$ cat config.mk
export PLATFORM = sky130hd
export DESIGN_NAME = store_commit_buffer_flat
export DESIGN_NICKNAME = d
export VERILOG_FILES = /design/src/rtl/store_commit_buffer_pkg.sv /design/src/rtl/store_commit_buffer_if.sv /design/src/rtl/store_commit_buffer_fwd_lane.sv /design/src/rtl/store_commit_buffer.sv /design/src/flat_wrapper.sv
export SDC_FILE = /design/constraint.sdc
export NUM_CORES = 1
export LEC_CHECK = 0
export CAP_MARGIN = 20
export CORE_MARGIN = 2
export CORE_UTILIZATION = 63
export DETAILED_ROUTE_END_ITERATION = 16
export PLACE_DENSITY = 0.88
export RECOVER_POWER = 25
export SYNTH_ARGS = -nofsm -noshare
export SYNTH_HDL_FRONTEND = slang
export SYNTH_SLANG_ARGS = --single-unit
$ cat constraint.sdc
create_clock -name clk -period 14 [get_ports clk]
set_input_delay 2.1 -clock clk [delete_from_list [all_inputs] [get_ports clk]]
set_output_delay 2.1 -clock clk [all_outputs]
set_load 0.1 [all_outputs]
$ cat src/rtl/store_commit_buffer_pkg.sv
// Shared constants for the store commit buffer.
//   SB_DEPTH/SB_AW/SB_DW : default entry count, address and data widths
//   SB_ENTRY_WD          : stored payload width (addr + data + strobes)
//   sb_ptr_w()           : pointer width including the wrap bit
package store_commit_buffer_pkg;

  localparam int unsigned SB_DEPTH    = 4;
  localparam int unsigned SB_AW       = 32;
  localparam int unsigned SB_DW       = 32;
  localparam int unsigned SB_BW       = SB_DW / 8;
  localparam int unsigned SB_ENTRY_WD = SB_AW + SB_DW + SB_BW;

  // Index bits plus one wrap bit, so full and empty are distinguishable.
  function automatic int unsigned sb_ptr_w(input int unsigned depth);
    return $clog2(depth) + 1;
  endfunction

endpackage

$ cat src/rtl/store_commit_buffer_if.sv
// EX / WB / load-forward / SRAM side signals of the store commit buffer.
//   slave  : the buffer itself
//   master : the core + SRAM side driving it
interface store_commit_buffer_if
  import store_commit_buffer_pkg::*;
#(
  parameter int unsigned DEPTH = SB_DEPTH,
  parameter int unsigned AW    = SB_AW,
  parameter int unsigned DW    = SB_DW
) ();

  localparam int unsigned BW = DW / 8;
  localparam int unsigned CW = sb_ptr_w(DEPTH);

  logic          enq_valid;
  logic          enq_ready;
  logic [AW-1:0] enq_addr;
  logic [DW-1:0] enq_wdata;
  logic [BW-1:0] enq_wstrb;
  logic          commit_valid;
  logic          flush;
  logic [AW-1:0] ld_addr;
  logic [DW-1:0] fwd_data;
  logic [BW-1:0] fwd_mask;
  logic          sram_en;
  logic [BW-1:0] sram_wen;
  logic [AW-1:0] sram_addr;
  logic [DW-1:0] sram_wdata;
  logic          sram_ready;
  logic [CW-1:0] count;
  logic          empty;

  modport slave (
    input  enq_valid, enq_addr, enq_wdata, enq_wstrb, commit_valid, flush,
           ld_addr, sram_ready,
    output enq_ready, fwd_data, fwd_mask, sram_en, sram_wen, sram_addr,
           sram_wdata, count, empty
  );

  modport master (
    output enq_valid, enq_addr, enq_wdata, enq_wstrb, commit_valid, flush,
           ld_addr, sram_ready,
    input  enq_ready, fwd_data, fwd_mask, sram_en, sram_wen, sram_addr,
           sram_wdata, count, empty
  );

endinterface

$ cat src/rtl/store_commit_buffer_fwd_lane.sv
// One byte lane of load forwarding: youngest-first priority select.
//   hit      : per-entry hit for this lane, bit 0 = youngest entry
//   bytes_in : per-entry byte for this lane, same ordering
//   data_c   : selected byte (zero when no hit)
//   sel_c    : lane is supplied by the buffer
module sbuf_fwd_lane #(
  parameter int unsigned DEPTH = 4
) (
  input  logic [DEPTH-1:0]      hit,
  input  logic [DEPTH-1:0][7:0] bytes_in,
  output logic [7:0]            data_c,
  output logic                  sel_c
);

  // Scan oldest to youngest so the youngest hit is the last assignment.
  always_comb begin
    data_c = '0;
    sel_c  = 1'b0;
    for (int k = int'(DEPTH) - 1; k >= 0; k--) begin
      if (hit[k]) begin
        data_c = bytes_in[k];
        sel_c  = 1'b1;
      end
    end
  end

endmodule

$ cat src/rtl/store_commit_buffer.sv
// Store commit buffer between EX and data SRAM.
// Queues speculative stores, commits them in order at WB retirement, drains
// committed stores to SRAM, squashes uncommitted ones on flush, and forwards
// buffered bytes to younger loads per byte lane.
//   clk, resetn : clock, async active-low reset
//   bus (slave) : enqueue, commit/flush, load-forward and SRAM write ports
module store_commit_buffer
  import store_commit_buffer_pkg::*;
#(
  parameter int unsigned DEPTH = SB_DEPTH,
  parameter int unsigned AW    = SB_AW,
  parameter int unsigned DW    = SB_DW
) (
  input logic                 clk,
  input logic                 resetn,
  store_commit_buffer_if.slave bus
);

  localparam int unsigned BW = DW / 8;
  localparam int unsigned OB = $clog2(BW);
  localparam int unsigned IW = $clog2(DEPTH);
  localparam int unsigned PW = sb_ptr_w(DEPTH);

  // head: oldest entry, cmt: first uncommitted, tail: next free
  logic [PW-1:0] head_q, cmt_q, tail_q;
  logic [PW-1:0] head_d, cmt_d, tail_d;
  logic [PW-1:0] count_w;
  logic          full_w, enq_fire, cmt_fire, sram_en_w, drain_w;

  logic [AW-1:0] addr_q [DEPTH];
  logic [DW-1:0] data_q [DEPTH];
  logic [BW-1:0] strb_q [DEPTH];

  assign count_w   = tail_q - head_q;
  assign full_w    = (count_w == PW'(DEPTH));
  assign sram_en_w = (head_q != cmt_q);
  assign drain_w   = sram_en_w && bus.sram_ready;
  assign enq_fire  = bus.enq_valid && !full_w && !bus.flush;
  assign cmt_fire  = bus.commit_valid && (cmt_q != tail_q);

  // Next pointers; a flush rewinds tail onto the post-commit cmt.
  always_comb begin
    head_d = head_q;
    cmt_d  = cmt_q;
    tail_d = tail_q;
    if (drain_w)  head_d = head_q + PW'(1);
    if (cmt_fire) cmt_d  = cmt_q + PW'(1);
    if (bus.flush)     tail_d = cmt_d;
    else if (enq_fire) tail_d = tail_q + PW'(1);
  end

  always_ff @(posedge clk or negedge resetn) begin
    if (!resetn) begin
      head_q <= '0;
      cmt_q  <= '0;
      tail_q <= '0;
    end else begin
      head_q <= head_d;
      cmt_q  <= cmt_d;
      tail_q <= tail_d;
    end
  end

  // Payload only; occupancy is tracked entirely by the pointers.
  always_ff @(posedge clk) begin
    if (enq_fire) begin
      addr_q[tail_q[IW-1:0]] <= bus.enq_addr;
      data_q[tail_q[IW-1:0]] <= bus.enq_wdata;
      strb_q[tail_q[IW-1:0]] <= bus.enq_wstrb;
    end
  end

  assign bus.enq_ready  = !full_w;
  assign bus.count      = count_w;
  assign bus.empty      = (count_w == '0);
  assign bus.sram_en    = sram_en_w;
  assign bus.sram_wen   = sram_en_w ? strb_q[head_q[IW-1:0]] : '0;
  assign bus.sram_addr  = addr_q[head_q[IW-1:0]];
  assign bus.sram_wdata = data_q[head_q[IW-1:0]];

  // Entries reordered by age: position k is the (k+1)-th youngest.
  logic [DEPTH-1:0]      lane_hit  [BW];
  logic [DEPTH-1:0][7:0] lane_byte [BW];
  logic [DW-1:0]         fwd_data_w;
  logic [BW-1:0]         fwd_mask_w;

  for (genvar k = 0; k < int'(DEPTH); k++) begin : g_age
    logic [IW-1:0] idx;
    logic          match;
    assign idx   = IW'(tail_q - PW'(k + 1));
    assign match = (PW'(k) < count_w) && (addr_q[idx][AW-1:OB] == bus.ld_addr[AW-1:OB]);
    for (genvar b = 0; b < int'(BW); b++) begin : g_lane_in
      assign lane_hit[b][k]  = match && strb_q[idx][b];
      assign lane_byte[b][k] = data_q[idx][8*b +: 8];
    end
  end

  for (genvar b = 0; b < int'(BW); b++) begin : g_lane
    sbuf_fwd_lane #(.DEPTH(DEPTH)) u_lane (
      .hit      (lane_hit[b]),
      .bytes_in (lane_byte[b]),
      .data_c   (fwd_data_w[8*b +: 8]),
      .sel_c    (fwd_mask_w[b])
    );
  end

  assign bus.fwd_data = fwd_data_w;
  assign bus.fwd_mask = fwd_mask_w;

endmodule

$ cat src/flat_wrapper.sv
// flat-port wrapper written by rule: the top's interface ports become plain ports
module store_commit_buffer_flat import store_commit_buffer_pkg::*;
#(
  parameter int unsigned DEPTH = SB_DEPTH,
  parameter int unsigned AW    = SB_AW,
  parameter int unsigned DW    = SB_DW
)
  (clk, resetn, bus_enq_valid, bus_enq_addr, bus_enq_wdata, bus_enq_wstrb, bus_commit_valid, bus_flush, bus_ld_addr, bus_sram_ready, bus_enq_ready, bus_fwd_data, bus_fwd_mask, bus_sram_en, bus_sram_wen, bus_sram_addr, bus_sram_wdata, bus_count, bus_empty);
  store_commit_buffer_if #(.DEPTH(DEPTH), .AW(AW), .DW(DW)) bus_i ();
  input logic clk;
  input logic resetn;
  input wire logic [$bits(bus_i.enq_valid)-1:0] bus_enq_valid;
  input wire logic [$bits(bus_i.enq_addr)-1:0] bus_enq_addr;
  input wire logic [$bits(bus_i.enq_wdata)-1:0] bus_enq_wdata;
  input wire logic [$bits(bus_i.enq_wstrb)-1:0] bus_enq_wstrb;
  input wire logic [$bits(bus_i.commit_valid)-1:0] bus_commit_valid;
  input wire logic [$bits(bus_i.flush)-1:0] bus_flush;
  input wire logic [$bits(bus_i.ld_addr)-1:0] bus_ld_addr;
  input wire logic [$bits(bus_i.sram_ready)-1:0] bus_sram_ready;
  output wire logic [$bits(bus_i.enq_ready)-1:0] bus_enq_ready;
  output wire logic [$bits(bus_i.fwd_data)-1:0] bus_fwd_data;
  output wire logic [$bits(bus_i.fwd_mask)-1:0] bus_fwd_mask;
  output wire logic [$bits(bus_i.sram_en)-1:0] bus_sram_en;
  output wire logic [$bits(bus_i.sram_wen)-1:0] bus_sram_wen;
  output wire logic [$bits(bus_i.sram_addr)-1:0] bus_sram_addr;
  output wire logic [$bits(bus_i.sram_wdata)-1:0] bus_sram_wdata;
  output wire logic [$bits(bus_i.count)-1:0] bus_count;
  output wire logic [$bits(bus_i.empty)-1:0] bus_empty;
  assign bus_i.enq_valid = bus_enq_valid;
  assign bus_i.enq_addr = bus_enq_addr;
  assign bus_i.enq_wdata = bus_enq_wdata;
  assign bus_i.enq_wstrb = bus_enq_wstrb;
  assign bus_i.commit_valid = bus_commit_valid;
  assign bus_i.flush = bus_flush;
  assign bus_i.ld_addr = bus_ld_addr;
  assign bus_i.sram_ready = bus_sram_ready;
  assign bus_enq_ready = bus_i.enq_ready;
  assign bus_fwd_data = bus_i.fwd_data;
  assign bus_fwd_mask = bus_i.fwd_mask;
  assign bus_sram_en = bus_i.sram_en;
  assign bus_sram_wen = bus_i.sram_wen;
  assign bus_sram_addr = bus_i.sram_addr;
  assign bus_sram_wdata = bus_i.sram_wdata;
  assign bus_count = bus_i.count;
  assign bus_empty = bus_i.empty;
  store_commit_buffer #(.DEPTH(DEPTH), .AW(AW), .DW(DW)) u_core (.clk(clk), .resetn(resetn), .bus(bus_i));
endmodule
; ---- After elaboration in Yosys (flattened, before gate mapping)
; Memories as Yosys holds them, arrays and structs flattened.
; Cells that the tools add are included.
[classes]
add_sub_neg = 8
magnitude_cmp = 4
eq_ne = 7
mux = 38
reduce_logical = 28
[op_table]
columns = operator, n
row1 = $mux W8, 16
row2 = $eq A30 B30 Y1, 4
row3 = $logic_and A1 B1 Y1, 24
row4 = $mux W1, 18
row5 = $add A3 B1 Y3 const B, 3
row6 = $mux W3, 3
row7 = $lt A1 B3 Y1 const A, 2
row8 = $lt A2 B3 Y1 const A, 2
row9 = $ne A3 B3 Y1, 2
row10 = $mux W4, 1
row11 = $sub A2 B1 Y2 const B, 2
row12 = $sub A2 B2 Y2 const B, 2
row13 = $eq A3 B3 Y1 const B, 1
row14 = $logic_not A3 Y1, 1
row15 = $sub A3 B3 Y3, 1
row16 = $logic_not A1 Y1, 2
row17 = $reduce_bool A2 Y1, 1
[totals]
regBits = 9
ramBits = 272
out_inout_bits = 110
memories = 3
[mem_list]
columns = memory, words, word_bits, rd, rd_clocked_by_memory_dff, write_ports, line
row1 = u_core.addr_q, 4, 32, 5, 0, 1, store_commit_buffer.sv:30  ; logic [AW-1:0] addr_q [DEPTH];
row2 = u_core.data_q, 4, 32, 5, 0, 1, store_commit_buffer.sv:31  ; logic [DW-1:0] data_q [DEPTH];
row3 = u_core.strb_q, 4, 4, 5, 0, 1, store_commit_buffer.sv:32  ; logic [BW-1:0] strb_q [DEPTH];

; ---- Logic depth before layout (Yosys ltp)
; Gate-level depths: netlist (run 1).
; An unclocked memory read counts as a cell.
[depth]
depth_word = 9
ltp_mapped = 21
depth_no_buf = 11

; ---- Modules after synthesis
; A second synthesis (run 1) with hierarchy kept.
[unflattened]
hier_cells = 1200
area_unflattened_um2 = 19586.3
[by_module_without_submodules]
columns = module, n_inst, cells_per_inst, area_per_inst_um2, seq_area_each_um2
row1 = store_commit_buffer, 1, 1060, 18675.4, 8393.0
row2 = sbuf_fwd_lane, 4, 35, 227.7, 0.0

; ---- Worst setup path after synthesis (run 1)
; Ideal clock, no wire load.
[synth_timing]
path_kind = register to output
start = register u_core.tail_q[1]
end = output port bus_fwd_data[6]
arrival_time_ps = 5936
t_required_ps = 11900
setup_slack_ps = 5964
stages_incl_launch_ff = 19
cell_sequence = dfrtp_1 > buf_2 > buf_2 > buf_2 > buf_2 > buf_1 > inv_1 > ha_1 > buf_6 > buf_4 > buf_4 > buf_4 > buf_1 > mux4_2 > nand2b_1 > clkbuf_1 > clkbuf_1 > nor2_1 > a31oi_1
[synth_between]
elab_chain_cells = 9
[synth_lines]
columns = item, line
row1 = start: declaration, store_commit_buffer.sv:25  ; logic [PW-1:0] head_q, cmt_q, tail_q;
row2 = start signal: assignment, store_commit_buffer.sv:60  ; tail_q <= tail_d;
row3 = $sub A2 B1 Y2, store_commit_buffer.sv:90  ; assign idx = IW'(tail_q - PW'(k + 1));
row4 = $mem_v2 Z4 W32, --
row5 = $eq A30 B30 Y1, store_commit_buffer.sv:91  ; assign match = (PW'(k) < count_w) && (addr_q[idx][AW-1:OB] == bus.ld_addr[AW-1:OB]);
row6 = $logic_and A1 B1 Y1, store_commit_buffer.sv:91
row7 = $logic_and A1 B1 Y1, store_commit_buffer.sv:93  ; assign lane_hit[b][k] = match && strb_q[idx][b];
row8 = $mux W8 (3 in series), store_commit_buffer_fwd_lane.sv:20  ; if (hit[k]) begin
row9 = $mux W8 (*), store_commit_buffer_fwd_lane.sv:20
row10 = end: declaration, flat_wrapper.sv:21  ; output wire logic [$bits(bus_i.fwd_data)-1:0] bus_fwd_data;
; Every way passes the cells marked *; elsewhere a longest branch is shown, timed or not.

; ---- Worst setup path after layout (run 1)
[layout_timing]
start = register u_core.tail_q[0]
end = output port bus_fwd_data[28]
; Same word-level chain as after synthesis.

==> reports/qor.yml, run 1 <==
run_status:
  status: "completed"
sta:
  holdWs_ns: 0.574
  setup_viol_count_final: 0
  period_minus_slack_ns: 9.96
  drv_slew: 0
  period_share: 0.711
  setup_tns_ns: 0
  max-slew-margin-rel: 0.261
  final-hold-violation-count: 0
  clock_skew_ns: 0.0248
  rsz0062_at_grt: "no"
  timing.fmax_mhz: 100
  worst_slew_pin_slew_ns: 1.11
  worst_slack_ns: 4.04
global_route:
  grt.total_usage: 0.340
  grt_pass1_vias: 14300
  grt_pass1_wl_um: 85600
  grt_max_degree: 113
  globalRoute.totalOverflow: 0
  antenna_found_initial: 13
worst_setup_path:
  critical_path_arrival_ns: 7.86
  reg2regPathDepth: 10
  cp_max_fo: 112
  slowest_stage: "clkdlybuf4s50_1"
  max_stage_delay_ns: 1.21
  crit_top_cell: "nand4_1"
  r2r-end: "u_core.addr_q[3][21]"
  rr_startpoint: "u_core.tail_q[0]"
  critical_path_required_ns: 11.90
  worstPathCellList: "inv_1, ha_4, buf_12, mux4_2, xnor2_1, nand4_1, nor4_1, nand4_1, nand3b_1, o22ai_1, clkdlybuf4s50_1"
  path_class: "reg -> out"
  startpoint_type: "flip-flop"
  crit_path_end_kind: "output port"
  ff2ff_setup_slack_ns: 8.85
clock_tree:
  root_buffer: "clkbuf_16"
  clk-insertion-delay-late_ns: 0.53
  cts_tree: "built"
  post_cts_buffers: 0
  cts_made_buffers: 34
  holdBufCountCts: 0
  ctsLongestPathBuffers: 3
  h-tree-depth: 2
  cts.sinks: 281
  clkTransAtPathRegs_ns: 0.06
  post_cts_resize_count: 0
logic_synthesis:
  synth.area.top_cells: "edfxtp_1 (40%), mux4_2 (33%), xnor2_1 (3.5%)"
  yosysWarnings: 0
  ys_seq_area_frac: 0.416
  synth_top_cell_area_share: 0.405
  yosys.area.top_type: "edfxtp_1"
  syn-mean-instance-area_um2: 15.4
  synth_cell_type_count: 65
  synthFlopType: "edfxtp_1"
  synth_cells: 1307
  mappedNetlistArea_um2: 20200
  yosys-top-cells-count: "mux4_2 (298), edfxtp_1 (272), xnor2_1 (81)"
  async_flop_share: 0.0320
  syn_nets: 1421
  synth.most_common_cell: "mux4_2"
  synth-seq-cells: 281
  synth_edf_count: 272
detailed_routing:
  wl_met1_um: 19800
  met3WireLength_um: 6900
  final_antenna_net_count: 0
  dr_total_vias: 14700
  finalWirelength_um: 56500
  route.met2.wl_um: 27000
  first_iter_violations: 2675
  routedWlPerCell_um: 30.0
  dr.pass1.iters: 6
  top_layer_used: "met5"
  drc: 0
  routed_via_density: 7.81
hold_path:
  hold_depth: 1
  whs_endpoint: "u_core.cmt_q[2]"
  min_from: "u_core.cmt_q[2]"
  hold_path_class: "reg -> reg"
placement:
  port_buffers: 213
  hpwl_um: 36300
  detailedPlace.worstSlack_ns: 4.75
  routabilityCongestion: 1.01
floorplanning:
  die-height_um: 183
  initial_core_util: 0.640
  dieArea_um2: 33500
  die_w_um: 183
  rows: 65
  num_io_pins: 216
  core-area_um2: 31600
final_layout:
  fin_nets: 1565
  regArea_um2: 8410
  drive_gt1_frac: 0.262
  area_growth_syn_to_layout_pct: 16.1
  multiInputGateArea_um2: 11100
  nFillCells: 1831
pwr:
  power.density_nw_per_um2: 262
  power_leakage_nw: 7.46
  irDropWorstVdd_uv: 207
run:
  maxCapViolations: 0
==> layout by cell type (no fill, tap or decap), types with 22 or more instances in the layout <==
master and n:
clkbuf_16 35, nor3_1 30, inv_1 31, clkdlybuf4s50_1 172, edfxtp_1 272, xor2_1 38, nor4_1 22, dlygate4sd3_1 41
xnor2_1 81, nand2_1 53, nor2_1 22, mux4_2 298, nor3b_1 28, mux2i_1 56
==> kinds of logic after synthesis <==
group / synth area share
xor gates and xnor gates: 0.0528
adders and majority gates: 0.00533
muxes: 0.370
buffers and inverters: 0.0381
AOI/OAI and AO/OA: 0.0537
and+or+nand+nor: 0.0646
DFF: 0.416
==> through the flow <==
stage | area, um2 | instances | total power (W) | utilization
after floorplan | 20200 | 1307 | 0.00448 | -
after global placement | 22400 | 1817 | 0.00520 | 0.709
after detailed placement | 22400 | 1817 | 0.00528 | 0.709
after CTS | 23400 | 1878 | 0.00611 | 0.742
after global routing | 23400 | 1885 | 0.00634 | 0.742
final | 23400 | 1886 | 0.00613 | 0.742
==> worst max-delay path by stage <==
stage                      from               end  slack, ns  cells after the start
2_1_floorplan  u_core.tail_q[1]   bus_fwd_data[6]       5.96                     18
3_3_place_gp   u_core.tail_q[0]  bus_fwd_data[28]       4.91                     11
3_5_place_dp   u_core.tail_q[0]  bus_fwd_data[28]       4.75                     11
4_1_cts        u_core.tail_q[0]  bus_fwd_data[28]       4.20                     11
5_1_grt        u_core.tail_q[0]  bus_fwd_data[21]       3.82                     12
6_report       u_core.tail_q[0]  bus_fwd_data[28]       4.04                     11
==> sequential cells by signal, summed over array words and instances (netlist names) <==
signal,flops
u_core.addr_q,128
u_core.data_q,128
u_core.strb_q,16
u_core.cmt_q,3
u_core.head_q,3
u_core.tail_q,3
==> layer usage <==
layer  vias to the layer above  global-route usage
li1                       5831                   -
met1                      7397               0.472
met2                      1267               0.526
met3                       220              0.0723
met4                        10               0.153
met5                         -                   0
==> worst max-delay path, delay by kind of cell, from the launching register on <==
kind                       cells  cell delay (ns)
DFF                            1             0.84
and+or+nand+nor                4             1.83
xor gates and xnor gates       1             0.41
buffers and inverters          3             2.39
adders and majority gates      1             0.85
AOI/OAI and AO/OA              1             0.50
muxes                          1             0.43
==> report_power, final <==
part | total [W] | switching [W] | internal, W | leakage (nW)
clock | 0.000804 | 0.000343 | 0.000462 | 0.493
combinational | 0.00408 | 0.00247 | 0.00161 | 4.40
sequential | 0.00124 | 0.000182 | 0.00106 | 2.57
==> layout make-up <==
class	instances	share of cell area
Tap cell	402	0.0215
Clock inverter	18	0.00491
Multi-Input combinational cell	870	0.472
Timing Repair Buffer	233	0.0979
Antenna cell	8	0.000854
Clock buffer	43	0.0387
Inverter	31	0.00497
Sequential cell	281	0.359
Power figures use the tool's default switching activity.
==> run 2: changes to the inputs <==
- CORE_UTILIZATION: 63 -> 58
- PLACE_DENSITY: 0.88 -> 0.82
- clock period: 14 -> 9.7 ns (I/O delays scaled with it)
==> run 2 against run 1 <==
Combinational power up 42%. Clock skew grew 0.0068 ns. Worst setup slack worse by 2.3 ns. Global-route usage fell by 3.7 points. Die area up 8.4%. Power is 44% higher. Design area up 0.15%. Via count is 4.6% lower. Non-clock buffer count up 3. Sequential power rose by 48%. Critical path type unchanged.
==> reports/qor.yml, run 2 (synthesis results as in run 1) <==
clock_tree:
  clkTransAtPathRegs_ns: 0.06  # about the same
  holdBufCountCts: 0  # unchanged
  h-tree-depth: 1  # -1
  post_cts_resize_count: 0  # unchanged
  clk-insertion-delay-late_ns: 0.60  # +0.07 ns
  cts.sinks: 281  # unchanged
  cts_tree: "built"
  cts_made_buffers: 31  # -8.8%
  root_buffer: "clkbuf_16"
  post_cts_buffers: 0  # unchanged
  ctsLongestPathBuffers: 3  # unchanged
global_route:
  grt_pass1_wl_um: 82500  # -3.7%
  antenna_found_initial: 12  # -1
  grt.total_usage: 0.303  # -0.0366
  grt_max_degree: 134  # +19%
  grt_pass1_vias: 13700  # -4.2%
  globalRoute.totalOverflow: 0  # unchanged
worst_setup_path:
  crit_path_end_kind: "output port"
  worstPathCellList: "inv_1, ha_4, buf_4, mux4_2, xnor2_1, nand4_1, nor2_1, nand4_2, or2_0, a311oi_1, o22ai_1, buf_4"
  path_class: "reg -> out"
  slowest_stage: "dfrtp_4"
  critical_path_required_ns: 8.25  # -3.65 ns
  critical_path_arrival_ns: 6.52  # -1.34 ns
  cp_max_fo: 49  # -56%
  max_stage_delay_ns: 0.94  # -0.27 ns
  startpoint_type: "flip-flop"
  crit_top_cell: "buf_4"
floorplanning:
  core-area_um2: 34400  # +8.9%
  initial_core_util: 0.587  # -0.0524
  die_w_um: 191  # +4.1%
  die-height_um: 191  # +4.1%
  num_io_pins: 216  # unchanged
  rows: 68  # +4.6%
  dieArea_um2: 36300  # +8.4%
detailed_routing:
  finalWirelength_um: 54500  # -3.5%
  dr_total_vias: 14000  # -4.6%
  drc: 0  # unchanged
  first_iter_violations: 1519  # -43%
  dr.pass1.iters: 6  # unchanged
  routed_via_density: 7.25  # -7.2%
  routedWlPerCell_um: 28.1  # -6.1%
  final_antenna_net_count: 0  # unchanged
final_layout:
  fin_nets: 1565  # unchanged
  instances_no_fill: 1938  # +2.8%
  nFillCells: 2352  # +28%
  final_cell_mix: "mux4_2 (298), edfxtp_1 (272), clkdlybuf4s50_1 (134)"
  area_growth_syn_to_layout_pct: 16.3
  layout_commonest_cell: "mux4_2"
  drive_gt1_frac: 0.292  # +0.0307
pwr:
  power_leakage_nw: 7.57  # +1.5%
  irDropWorstVdd_uv: 451  # +120%
  power.density_nw_per_um2: 376  # +44%
  total_power_w: 0.00883  # +44%
sta:
  worst_slew_pin_slew_ns: 1.16  # +0.0555 ns
  period_minus_slack_ns: 7.98
  final-hold-violation-count: 0  # unchanged
  drv_slew: 0  # unchanged
  period_share: 0.822
  max-slew-margin-rel: 0.226  # -0.0347
  rsz0062_at_grt: "no"
  setup_viol_count_final: 0  # unchanged
  setup_tns_ns: 0  # unchanged
  clock_skew_ns: 0.0317  # +0.00685 ns
  timing.fmax_mhz: 125
hold_path:
  hold_path_class: "reg -> reg"
run_status:
  status: "completed"
placement:
  dpl.cell_count: 1873  # +3.1%
  port_buffers: 213  # unchanged
  hpwl_um: 35900  # -1.1%
  routabilityCongestion: 0.929  # -8.3%
run:
  maxCapViolations: 0  # unchanged
run 2: path summary, 6_finish.rpt:
path | startpoint | slack [ns] | cells after the start | to
worst max-delay path | u_core.tail_q[1] | 1.72 | 12 | bus_fwd_data[27]
worst min-delay path | u_core.head_q[2] | 0.56 | 1 | u_core.head_q[2]
worst max register to register | u_core.tail_q[0] | 4.77 | 11 | u_core.addr_q[0][10]
worst min register to register | u_core.head_q[2] | 0.56 | 1 | u_core.head_q[2]
max in group asynchronous | resetn | 8.11 | 1 | u_core.head_q[0]
min in group asynchronous | resetn | 1.25 | 1 | u_core.tail_q[2]
run 2: critical path: cells and delay by family (launching register included):
| kind | cells | cell delay [ns] |
|---|---|---|
| simple gates | 4 | 1.65 |
| buf+inv | 3 | 1.10 |
| flops | 1 | 0.94 |
| fa+ha+maj | 1 | 0.76 |
| compound gates | 2 | 0.62 |
| mux | 1 | 0.57 |
| xor+xnor | 1 | 0.26 |
run 2: metrics by stage:
step                 util  cell area, um2  worst slack, ns  hold WS (ns)
CTS                 0.682           23400             1.80         0.550
floorplan               -           20200             2.31         0.507
global placement    0.651           22400             2.49         0.532
global route        0.683           23500             1.52         0.593
finish              0.683           23500             1.72         0.560
detailed placement  0.651           22400             2.47         0.541
run 2: routing by layer:
layer | track usage | share of wire | vias to the layer above | routed length (um)
li1 | - | - | 5827 | -
met1 | 0.429 | 0.38 | 7217 | 20600
met2 | 0.473 | 0.48 | 873 | 26300
met3 | 0.0648 | 0.11 | 122 | 5770
met4 | 0.104 | 0.034 | 4 | 1830
met5 | 0 | 0.00037 | - | 20
run 2: layout make-up:
| type | count | area [um2] | area share |
|---|---|---|---|
| clock buffer | 39 | 846 | 0.0360 |
| sequential | 281 | 8410 | 0.358 |
| inverter | 31 | 116 | 0.00496 |
| tap | 455 | 569 | 0.0243 |
| antenna | 8 | 20.0 | 0.000853 |
| clock inverter | 18 | 213 | 0.00906 |
| multi-input combinational | 870 | 11100 | 0.472 |
| timing repair buffer | 236 | 2230 | 0.0949 |
run 2: power breakdown:
| part | internal (W) | switching, W | total, W | leakage [nW] |
|---|---|---|---|---|
| registers | 0.00153 | 0.000309 | 0.00184 | 2.57 |
| clock network | 0.000723 | 0.000490 | 0.00121 | 0.515 |
| logic | 0.00233 | 0.00345 | 0.00578 | 4.49 |
